==> config.mk <==
export PLATFORM = sky130hd
export DESIGN_NAME = playback_scheduler_flat
export DESIGN_NICKNAME = d
export VERILOG_FILES = /design/src/rtl/playback_scheduler_pkg.sv /design/src/rtl/playback_scheduler_if.sv /design/src/rtl/playback_scheduler_note_timer.sv /design/src/rtl/playback_scheduler.sv /design/src/flat_wrapper.sv
export SDC_FILE = /design/constraint.sdc
export NUM_CORES = 1
export LEC_CHECK = 0
export BUFFER_PORTS_ARGS = -buffer_cell sky130_fd_sc_hd__buf_4
export CAP_MARGIN = 40
export CORE_UTILIZATION = 54
export CTS_BUF_LIST = sky130_fd_sc_hd__clkbuf_8
export DETAILED_ROUTE_END_ITERATION = 8
export GPL_ROUTABILITY_DRIVEN = 0
export PLACE_DENSITY_LB_ADDON = 0.08
export REMOVE_ABC_BUFFERS = 1
export SYNTH_ARGS = -nofsm -noshare
export SYNTH_HDL_FRONTEND = slang
export SYNTH_SLANG_ARGS = --single-unit
==> constraint.sdc <==
create_clock -name clk -period 3.35 [get_ports clk]
set_input_delay 0 -clock clk [delete_from_list [all_inputs] [get_ports clk]]
set_output_delay 0 -clock clk [all_outputs]
set_load 0.03 [all_outputs]
==> src/rtl/playback_scheduler_pkg.sv <==
// playback_scheduler_pkg
// Shared types and constants for the buzzer playback scheduler:
//   state_e       - scheduler phases (IDLE, NOTE, GAP, PAUSED)
//   REST          - note code meaning silence
//   END_DURATION  - ROM duration value that marks the end of a song
//   GAP_CYCLES_DEFAULT - default silent cycles after each note
//   song_step()   - wrapping song index increment/decrement
package playback_scheduler_pkg;

  typedef enum logic [1:0] {
    ST_IDLE   = 2'd0,
    ST_NOTE   = 2'd1,
    ST_GAP    = 2'd2,
    ST_PAUSED = 2'd3
  } state_e;

  localparam int          TIMER_W            = 16;
  localparam logic [3:0]  REST               = 4'd0;
  localparam logic [15:0] END_DURATION       = 16'd0;
  localparam int          GAP_CYCLES_DEFAULT = 500;

  // Step the song index by one in either direction, wrapping 0 <-> num_songs-1.
  function automatic logic [3:0] song_step(input logic [3:0] song,
                                           input logic       up,
                                           input int         num_songs);
    logic [3:0] last;
    last = 4'(num_songs - 1);
    if (up) return (song == last) ? 4'd0 : song + 4'd1;
    else    return (song == 4'd0) ? last : song - 4'd1;
  endfunction

endpackage

==> src/rtl/playback_scheduler_if.sv <==
// playback_scheduler_if
// Bundles the command inputs, live key, song ROM pair and buzzer/status
// outputs of the playback scheduler.
//   master: front end / ROM / buzzer side (drives commands and ROM data)
//   slave : the scheduler (drives ROM address, note_out, playing, paused)
interface playback_scheduler_if;
  logic        cmd_play;
  logic        cmd_stop;
  logic        cmd_next;
  logic        cmd_prev;
  logic        repeat_en;
  logic [3:0]  key_note;
  logic [3:0]  rom_note;
  logic [15:0] rom_duration;
  logic [3:0]  rom_song;
  logic [4:0]  rom_addr;
  logic [3:0]  note_out;
  logic        playing;
  logic        paused;

  modport master (
    output cmd_play, cmd_stop, cmd_next, cmd_prev, repeat_en, key_note,
    output rom_note, rom_duration,
    input  rom_song, rom_addr, note_out, playing, paused
  );

  modport slave (
    input  cmd_play, cmd_stop, cmd_next, cmd_prev, repeat_en, key_note,
    input  rom_note, rom_duration,
    output rom_song, rom_addr, note_out, playing, paused
  );
endinterface

==> src/rtl/playback_scheduler_note_timer.sv <==
// note_timer
// 16-bit up counter shared by the NOTE and GAP phases.
//   clk, reset : clock, synchronous active-high reset
//   clr        : load zero (has priority over en)
//   en         : count up by one
//   limit      : run-time terminal value
//   tc         : high while the count equals limit
module note_timer
  import playback_scheduler_pkg::*;
(
  input  logic               clk,
  input  logic               reset,
  input  logic               clr,
  input  logic               en,
  input  logic [TIMER_W-1:0] limit,
  output logic               tc
);

  logic [TIMER_W-1:0] count_q, count_d;

  always_comb begin
    count_d = count_q;
    if (clr)     count_d = '0;
    else if (en) count_d = count_q + TIMER_W'(1);
  end

  always_ff @(posedge clk) begin
    if (reset) count_q <= '0;
    else       count_q <= count_d;
  end

  assign tc = (count_q == limit);

endmodule

==> src/rtl/playback_scheduler.sv <==
// playback_scheduler
// Walks the song ROM entry by entry, timing each note and the silent gap
// after it, handles play/pause/stop/next/prev, and arbitrates the buzzer
// note between live keys and autoplay.
//   clk, reset : clock, synchronous active-high reset
//   bus        : playback_scheduler_if.slave (commands, key, ROM, outputs)
module playback_scheduler
  import playback_scheduler_pkg::*;
#(
  parameter int NUM_SONGS  = 3,
  parameter int SONG_LEN   = 32,
  parameter int GAP_CYCLES = GAP_CYCLES_DEFAULT
) (
  input  logic                 clk,
  input  logic                 reset,
  playback_scheduler_if.slave  bus
);

  localparam logic [15:0] GAP_LIMIT = 16'(GAP_CYCLES - 1);
  localparam logic [4:0]  LAST_ADDR = 5'(SONG_LEN - 1);

  state_e     state_q, state_d;
  state_e     saved_q, saved_d;
  logic [3:0] song_q, song_d;
  logic [4:0] addr_q, addr_d;
  logic [3:0] note_out_q, note_out_d;
  logic       playing_q, playing_d;
  logic       paused_q, paused_d;

  logic        t_clr, t_en, t_tc;
  logic [15:0] t_limit;

  state_e     adv_state;
  logic [4:0] adv_addr;
  logic       adv_clr, adv_en, end_song;

  logic song_cmd, play_cmd;

  // next and prev together cancel; a song command swallows a same-cycle play.
  assign song_cmd = bus.cmd_next ^ bus.cmd_prev;
  assign play_cmd = bus.cmd_play & ~bus.cmd_next & ~bus.cmd_prev;

  assign t_limit = (state_q == ST_GAP) ? GAP_LIMIT : bus.rom_duration - 16'd1;

  note_timer u_note_timer (
    .clk   (clk),
    .reset (reset),
    .clr   (t_clr),
    .en    (t_en),
    .limit (t_limit),
    .tc    (t_tc)
  );

  // Where autoplay goes from NOTE/GAP this cycle, ignoring commands.
  always_comb begin
    adv_state = state_q;
    adv_addr  = addr_q;
    adv_clr   = 1'b0;
    adv_en    = 1'b0;
    end_song  = 1'b0;
    case (state_q)
      ST_NOTE: begin
        if (bus.rom_duration == END_DURATION) end_song = 1'b1;
        else if (t_tc) begin
          adv_state = ST_GAP;
          adv_clr   = 1'b1;
        end else adv_en = 1'b1;
      end
      ST_GAP: begin
        if (t_tc) begin
          if (addr_q == LAST_ADDR) end_song = 1'b1;
          else begin
            adv_addr  = addr_q + 5'd1;
            adv_state = ST_NOTE;
            adv_clr   = 1'b1;
          end
        end else adv_en = 1'b1;
      end
      default: ;
    endcase
    if (end_song) begin
      adv_addr  = '0;
      adv_clr   = 1'b1;
      adv_state = bus.repeat_en ? ST_NOTE : ST_IDLE;
    end
  end

  // Next-state logic: stop > next/prev > play > autoplay.
  always_comb begin
    state_d = state_q;
    saved_d = saved_q;
    song_d  = song_q;
    addr_d  = addr_q;
    t_clr   = 1'b0;
    t_en    = 1'b0;
    if (bus.cmd_stop) begin
      state_d = ST_IDLE;
      saved_d = ST_NOTE;
      addr_d  = '0;
      t_clr   = 1'b1;
    end else if (song_cmd) begin
      song_d = song_step(song_q, bus.cmd_next, NUM_SONGS);
      case (state_q)
        ST_NOTE, ST_GAP: begin
          state_d = ST_NOTE;
          addr_d  = '0;
          t_clr   = 1'b1;
        end
        ST_PAUSED: begin
          saved_d = ST_NOTE;
          addr_d  = '0;
          t_clr   = 1'b1;
        end
        default: ;
      endcase
    end else begin
      case (state_q)
        ST_IDLE: if (play_cmd) begin
          state_d = ST_NOTE;
          t_clr   = 1'b1;
        end
        ST_NOTE, ST_GAP: begin
          state_d = adv_state;
          addr_d  = adv_addr;
          t_clr   = adv_clr;
          t_en    = adv_en;
          // The cycle in which pause is sampled still counts as played
          // time, so a note keeps its exact length across pause/resume.
          if (play_cmd && adv_state != ST_IDLE) begin
            saved_d = adv_state;
            state_d = ST_PAUSED;
          end
        end
        ST_PAUSED: if (play_cmd) state_d = saved_q;
        default: ;
      endcase
    end
  end

  // Output logic: live key wins; the end marker itself is never sounded.
  always_comb begin
    note_out_d = REST;
    if (bus.key_note != REST) note_out_d = bus.key_note;
    else if (state_q == ST_NOTE && bus.rom_duration != END_DURATION)
      note_out_d = bus.rom_note;
    playing_d = (state_d == ST_NOTE) || (state_d == ST_GAP);
    paused_d  = (state_d == ST_PAUSED);
  end

  always_ff @(posedge clk) begin
    if (reset) begin
      state_q    <= ST_IDLE;
      saved_q    <= ST_NOTE;
      song_q     <= '0;
      addr_q     <= '0;
      note_out_q <= REST;
      playing_q  <= 1'b0;
      paused_q   <= 1'b0;
    end else begin
      state_q    <= state_d;
      saved_q    <= saved_d;
      song_q     <= song_d;
      addr_q     <= addr_d;
      note_out_q <= note_out_d;
      playing_q  <= playing_d;
      paused_q   <= paused_d;
    end
  end

  assign bus.rom_song = song_q;
  assign bus.rom_addr = addr_q;
  assign bus.note_out = note_out_q;
  assign bus.playing  = playing_q;
  assign bus.paused   = paused_q;

endmodule

==> src/flat_wrapper.sv <==
// flat-port wrapper written by rule: the top's interface ports become plain ports
module playback_scheduler_flat import playback_scheduler_pkg::*;
#(
  parameter int NUM_SONGS  = 3,
  parameter int SONG_LEN   = 32,
  parameter int GAP_CYCLES = GAP_CYCLES_DEFAULT
)
  (clk, reset, bus_cmd_play, bus_cmd_stop, bus_cmd_next, bus_cmd_prev, bus_repeat_en, bus_key_note, bus_rom_note, bus_rom_duration, bus_rom_song, bus_rom_addr, bus_note_out, bus_playing, bus_paused);
  playback_scheduler_if bus_i ();
  input  logic clk;
  input  logic reset;
  input wire logic [$bits(bus_i.cmd_play)-1:0] bus_cmd_play;
  input wire logic [$bits(bus_i.cmd_stop)-1:0] bus_cmd_stop;
  input wire logic [$bits(bus_i.cmd_next)-1:0] bus_cmd_next;
  input wire logic [$bits(bus_i.cmd_prev)-1:0] bus_cmd_prev;
  input wire logic [$bits(bus_i.repeat_en)-1:0] bus_repeat_en;
  input wire logic [$bits(bus_i.key_note)-1:0] bus_key_note;
  input wire logic [$bits(bus_i.rom_note)-1:0] bus_rom_note;
  input wire logic [$bits(bus_i.rom_duration)-1:0] bus_rom_duration;
  output wire logic [$bits(bus_i.rom_song)-1:0] bus_rom_song;
  output wire logic [$bits(bus_i.rom_addr)-1:0] bus_rom_addr;
  output wire logic [$bits(bus_i.note_out)-1:0] bus_note_out;
  output wire logic [$bits(bus_i.playing)-1:0] bus_playing;
  output wire logic [$bits(bus_i.paused)-1:0] bus_paused;
  assign bus_i.cmd_play = bus_cmd_play;
  assign bus_i.cmd_stop = bus_cmd_stop;
  assign bus_i.cmd_next = bus_cmd_next;
  assign bus_i.cmd_prev = bus_cmd_prev;
  assign bus_i.repeat_en = bus_repeat_en;
  assign bus_i.key_note = bus_key_note;
  assign bus_i.rom_note = bus_rom_note;
  assign bus_i.rom_duration = bus_rom_duration;
  assign bus_rom_song = bus_i.rom_song;
  assign bus_rom_addr = bus_i.rom_addr;
  assign bus_note_out = bus_i.note_out;
  assign bus_playing = bus_i.playing;
  assign bus_paused = bus_i.paused;
  playback_scheduler #(.NUM_SONGS(NUM_SONGS), .SONG_LEN(SONG_LEN), .GAP_CYCLES(GAP_CYCLES)) u_core (.clk(clk), .reset(reset), .bus(bus_i));
endmodule
==> results.py, run 1 <==
metrics = {
    "outcome": {
        "status": "finished clean",
    },
    "placement": {
        "port-buffer-count": 45,
        "place_ws_ns": -0.338,
        "hpwlAfterDp_um": 5940,
        "dpl-instance-area_um2": 3650,
    },
    "run": {
        "drv_cap": 0,
    },
    "cts": {
        "cts_buffer_depth": 2,
        "htree_levels": 2,
        "path_clk_slew_ns": 0.07,
        "root_buffer": "clkbuf_8",
        "clock_sinks": 35,
        "cts-buffers-inserted": 5,
        "cts_tree": "done",
        "clock_latency_ns": 0.30,
    },
    "synth": {
        "ys_top_cells_by_area": "dfxtp_1 24%, nor2_1 7.5%, xnor2_1 6.5%",
        "synth_most_common_cell": "nor2_1",
        "async_flop_share_pct": 0,
        "synth-seq-cells": 35,
        "synthCells": 389,
        "avgSynthCellArea_um2": 7.57,
        "ys_top_cells_by_count": "59 x nor2_1, 35 x dfxtp_1, 23 x nand2_1, 22 x xnor2_1, 21 x a21oi_1",
        "syn_area_um2": 2950,
        "seq_area_frac_synth_pct": 23.8,
        "synth_top_area_share_pct": 23.8,
        "ys.flop_type": "dfxtp_1",
        "synth_edf_count": 0,
        "ys_types": 67,
        "ys_warn_count": 0,
        "yosys.area.top_type": "dfxtp_1",
    },
    "timing": {
        "final_max_slew_viol_count": 0,
        "hold_slack_ns": 0.0625,
        "tns_ns": 0,
        "skew_ns": 0.00884,
        "hold_viol": 0,
        "finalSetupViolCount": 0,
        "layout_setup_ws_ns": 0.0333,
        "tightest_slew_ns": 0.632,
        "rsz0062_at_grt": "yes",
        "fin_crit_sh_pct": 99.0,
        "fmax_ghz": 0.302,
        "finalCriticalPeriod_ns": 3.32,
        "slew_headroom_pct": 57.5,
    },
    "floorplan": {
        "initial_utilization_pct": 57.0,
        "core_area_um2": 5170,
        "ios": 46,
        "fp.dieH_um": 75.9,
        "rows": 26,
        "die-area_um2": 5760,
        "fp.dieW_um": 75.9,
    },
    "final_layout": {
        "nNetsFinal": 534,
        "drive_gt1_share_pct": 26.2,
        "area_delta_synth_final_pct": 36.9,
        "ff_latch_area_um2": 702,
        "multiInputGateArea_um2": 2200,
        "fill_cells": 375,
        "num_antenna_cells": 0,
        "finalInstanceArea_um2": 4030,
    },
    "grt": {
        "grt_start_max_net_pins": 17,
        "grt_pass1_wl_um": 12900,
        "antenna_found_initial": 0,
        "grt_use_total_pct": 29.6,
        "grt_pass1_vias": 2763,
        "grt_overflow_total": 0,
    },
    "drt": {
        "drcViolationCount": 0,
        "avgRoutedWirePerCell_um": 15.5,
        "drt.antenna.violating_nets": 0,
        "viasPerCell": 5.96,
        "first_pass_iters": 5,
        "routed_wl_um": 8650,
        "drt-initial-drc-count": 228,
        "num_vias": 3329,
    },
    "hold_path": {
        "hp-class": "input pin to register",
    },
    "power_and_ir_drop": {
        "power.total_mw": 1.12,
        "p_leak_nw": 1.56,
        "ir_drop_mv": 0.340,
        "power.density_nw_per_um2": 278,
    },
    "setup_path": {
        "worstPathArrival_ns": 3.51,
        "worstPathRequired_ns": 3.54,
        "endpoint_kind": "register",
        "critPathLaunchType": "input pin",
        "crit_path_max_fanout": 3,
        "critPathKind": "input pin to register",
    },
}
## worst max-delay path, stage by stage
cell and delay (ns):
buf_4 0.11, or4_1 0.54, or3_1 0.41, or4_1 0.44, and3_4 0.20, or4_4 0.58, o41ai_2 0.30, and3b_2 0.25
a221oi_2 0.07, nor3b_1 0.22, ha_1 0.25, nor2b_1 0.13
## report_power, final
part	leakage [nW]	total [mW]	switching [mW]	internal, mW
clock network	0.0587	0.401	0.175	0.226
logic	1.22	0.287	0.152	0.135
registers	0.284	0.433	0.00890	0.424
total	1.56	1.12	0.336	0.785
## placed cells by master, fill, tap and decap left out, types with 3 or more instances in the layout
master,netlist,final
buf_4,0,88
nor2_1,59,59
o211ai_1,6,6
a21o_1,4,4
a311oi_1,4,4
ha_1,15,14
nand2_1,23,23
nand4_1,10,10
nand2b_1,8,7
xnor2_1,22,22
clkbuf_8,0,5
dfxtp_1,35,34
nor4b_1,3,3
o31ai_1,3,3
dlygate4sd3_1,0,13
and3_1,5,5
o21ai_0,15,13
xor2_1,3,3
a31oi_1,6,6
nand3_1,8,8
nor3b_1,5,5
nor2b_1,8,8
nor3_1,12,12
nor4_1,13,11
or3_1,7,7
mux2i_1,5,5
inv_1,18,17
a21oi_1,21,20
or4_1,6,6
## final timing paths
path	start	cells after the start	endpoint	slack [ns]
worst max-delay path	bus_rom_duration[6]	12	u_core.bus.playing$_SDFF_PP0_	0.03
worst min-delay path	bus_cmd_stop	3	u_core.bus.rom_song[0]$_SDFFE_PP0P_	0.06
worst max register to register	u_core.state_q[1]$_SDFF_PP0_	13	u_core.bus.playing$_SDFF_PP0_	0.06
worst min register to register	u_core.bus.rom_addr[4]$_SDFFE_PP0P_	2	u_core.bus.rom_addr[4]$_SDFFE_PP0P_	0.54
## layer usage
layer	track usage [%]	up-vias	part of all wire, %
met5	0	-	0
met4	10.1	0	1.4
met3	5.56	14	5.9
met2	46.7	119	48
met1	40.3	1555	45
li1	-	1641	-
## stage by stage
step | util (%) | cells
2_1_floorplan | - | 375
3_3_place_gp | 70.5 | 532
3_5_place_dp | 70.5 | 532
4_1_cts | 76.1 | 554
5_1_grt | 78.0 | 559
6_report | 78.0 | 559
## sequential cells by signal, summed over array words and instances (netlist names)
name / count
u_core.state_q: 2
u_core.bus.rom_addr: 5
u_core.bus.playing: 1
u_core.bus.rom_song: 4
u_core.u_note_timer.count_q: 16
u_core.bus.note_out: 4
u_core.bus.paused: 1
u_core.saved_q: 2
## cell type report
cell class                      instances  share of cell area [%]
Multi-Input combinational cell        322                    54.6
Sequential cell                        35                    17.4
Inverter                               18                    1.67
Timing Repair Buffer                  106                    21.3
Clock inverter                          3                    1.18
Tap cell                               70                    2.17
Clock buffer                            5                    1.71
## logic make-up (layout without fill, tap and decap cells)
logic type / Yosys count / count (layout) / share of synthesized area, %
adders and majority gates: 15 / 15 / 6.37
muxes: 7 / 7 / 2.46
AOI/OAI and AO/OA: 90 / 90 / 21.1
xor gates and xnor gates: 26 / 26 / 8.20
DFF: 35 / 35 / 23.8
buffers and inverters: 32 / 132 / 4.46
and+or+nand+nor: 184 / 184 / 33.7
## repair_timing
item | in CTS | in global routing
hold endpoints to repair | 10 | 0
endpoints found under the setup margin | 2 | 2
pin swaps | 4 | 7
resized for setup | 9 | 14
cloned | 0 | 1
hold buffers | 13 | 0
setup buffers | 1 | 4
No activity file was read; power rests on OpenSTA's default activity.
==> run 2: changes to the inputs <==
- CORE_UTILIZATION: 54 -> 64
- clock period: 3.35 -> 4.1 ns (I/O delays scaled with it)
==> results.py, run 2 (same netlist as run 1, synthesis figures left out) <==
metrics = {
    "power_and_ir_drop": {
        "ir_drop_mv": 0.278,
        "power.density_nw_per_um2": 227,
        "power.total_mw": 0.809,
        "p_leak_nw": 1.31,
    },
    "setup_path": {
        "cp_num_cells": 14,
        "critPathKind": "register to register",
        "r2r-end": "u_core.bus.playing$_SDFF_PP0_",
        "crit_path_max_fanout": 11,
        "path_buf_inv": 2,
        "slowest_stage": "dfxtp_1",
        "slowest_delay_ns": 0.46,
        "worstPathCellList": "inv_1, ha_1, buf_4, nand2b_1, o21ai_0, a311oi_1, a2111o_1, a2111o_1, nor4_1, and3b_1, a221oi_1, nor3b_1, ha_1, nor2b_1",
        "worstPathRequired_ns": 4.30,
        "cp_top_family": "compound AO/OA/AOI/OAI gates",
        "cp-endpoint": "u_core.bus.playing$_SDFF_PP0_",
        "worstPathArrival_ns": 4.00,
        "r2r_cells": 14,
        "endpoint_kind": "register",
        "r2r_setup_slack_ns": 0.30,
        "reg2reg_from": "u_core.state_q[0]$_SDFF_PP0_",
        "critPathLaunchType": "register",
        "crit_path_start": "u_core.state_q[0]$_SDFF_PP0_",
    },
    "timing": {
        "rsz0062_at_grt": "no",
        "hold_viol": 0,
        "fin_crit_sh_pct": 92.6,
        "tns_ns": 0,
        "hold_slack_ns": 0.0676,
        "layout_setup_ws_ns": 0.304,
        "skew_ns": 0.00786,
        "slew_headroom_pct": 45.0,
        "finalSetupViolCount": 0,
        "tightest_slew_ns": 0.818,
        "final_max_slew_viol_count": 0,
        "fmax_ghz": 0.263,
        "finalCriticalPeriod_ns": 3.80,
    },
    "final_layout": {
        "largest_reg_flops": 16,
        "drive_gt1_share_pct": 16.1,
        "layout_commonest_cell": "nor2_1",
        "area_delta_synth_final_pct": 20.7,
        "final_cell_mix": "59 x nor2_1, 52 x buf_4, 35 x dfxtp_1",
        "finalInstanceArea_um2": 3560,
        "num_antenna_cells": 0,
        "largest-register": "u_core.u_note_timer.count_q",
        "nNetsFinal": 493,
    },
    "drt": {
        "avgRoutedWirePerCell_um": 16.2,
        "num_vias": 3272,
        "drt.antenna.violating_nets": 0,
        "first_pass_iters": 5,
        "drcViolationCount": 0,
        "drt-initial-drc-count": 317,
        "routed_wl_um": 8120,
        "viasPerCell": 6.54,
    },
    "grt": {
        "grt_util_met1_pct": 41.1,
        "grt_overflow_total": 0,
        "antenna_found_initial": 0,
        "grt.busiest_layer": "met2",
        "use_met2_pct": 57.7,
        "grt_pass1_vias": 2990,
        "use_met3_pct": 6.93,
        "grt_pass1_wl_um": 13400,
        "grt_use_total_pct": 33.4,
        "grt_start_max_net_pins": 17,
    },
    "floorplan": {
        "fp.dieW_um": 69.9,
        "fp.dieH_um": 69.9,
        "die-area_um2": 4880,
        "core_area_um2": 4380,
        "rows": 24,
        "ios": 46,
        "initial_utilization_pct": 67.2,
    },
    "cts": {
        "cts-buffers-inserted": 5,
        "path_clk_slew_ns": 0.08,
        "cts_tree": "done",
        "root_buffer": "clkbuf_8",
        "post_cts_buffers": 0,
        "cts-resized-gates": 0,
        "clock_sinks": 35,
        "htree_levels": 2,
        "clock_latency_ns": 0.30,
        "cts_hold_buf": 13,
        "cts_buffer_depth": 2,
    },
    "hold_path": {
        "hp-class": "input pin to register",
    },
    "run": {
        "drv_cap": 0,
    },
    "placement": {
        "dpl-instance-area_um2": 3340,
        "port-buffer-count": 45,
        "hpwlAfterDp_um": 5870,
        "place_ws_ns": 0.368,
    },
    "outcome": {
        "status": "finished clean",
    },
}
## run 2: cell count changes in the layout (fill, tap and decap cells not counted), sizes merged
cell and delta:
buf -41, inv -1, bufinv -1, clkinvlp +2
## run 2: per-stage QoR
stage,util [%],instances
2_1_floorplan,-,375
3_3_place_gp,76.1,479
3_5_place_dp,76.1,479
4_1_cts,81.1,500
5_1_grt,81.1,500
6_report,81.1,500
## run 2: area by class of cell
class                      count  area, um^2
fill                         288         827
clock inverter                 3        20.0
tap                           52        65.1
clock buffer                   5        68.8
multi-input combinational    322        2110
timing repair buffer          65         520
sequential                    35         701
inverter                      18        67.6
## run 2: how the worst min path moves through the flow
| stage | startpoint | to | slack, ns | cells after the start |
|---|---|---|---|---|
| after CTS | bus_cmd_stop | u_core.bus.rom_song[0]$_SDFFE_PP0P_ | 0.07 | 3 |
| after detailed placement | bus_key_note[0] | u_core.bus.note_out[0]$_SDFF_PP0_ | 0.23 | 3 |
| after global routing | bus_cmd_stop | u_core.bus.rom_song[0]$_SDFFE_PP0P_ | 0.09 | 3 |
| final | bus_cmd_stop | u_core.bus.rom_song[0]$_SDFFE_PP0P_ | 0.07 | 3 |
| after global placement | bus_key_note[0] | u_core.bus.note_out[0]$_SDFF_PP0_ | 0.22 | 3 |
| after floorplan | reset | u_core.bus.rom_song[0]$_SDFFE_PP0P_ | 0.07 | 1 |
## run 2: worst register-to-register path, stage by stage (launching register included)
cell,delay (ns)
dfxtp_1,0.46
inv_1,0.15
ha_1,0.36
buf_4,0.23
nand2b_1,0.16
o21ai_0,0.15
a311oi_1,0.07
a2111o_1,0.42
a2111o_1,0.38
nor4_1,0.25
and3b_1,0.23
a221oi_1,0.32
nor3b_1,0.10
ha_1,0.30
nor2b_1,0.12
## run 2: metal layers
metal | routed length (um) | share of wire (%)
met5 | 0 | 0
met4 | 189 | 2.3
met3 | 673 | 8.3
met2 | 3900 | 48
met1 | 3360 | 41
## run 2: report_power, final
group	internal [mW]	total, mW	switching (mW)
registers	0.346	0.355	0.00842
clock network	0.118	0.258	0.140
logic	0.0844	0.196	0.111
total	0.549	0.809	0.260
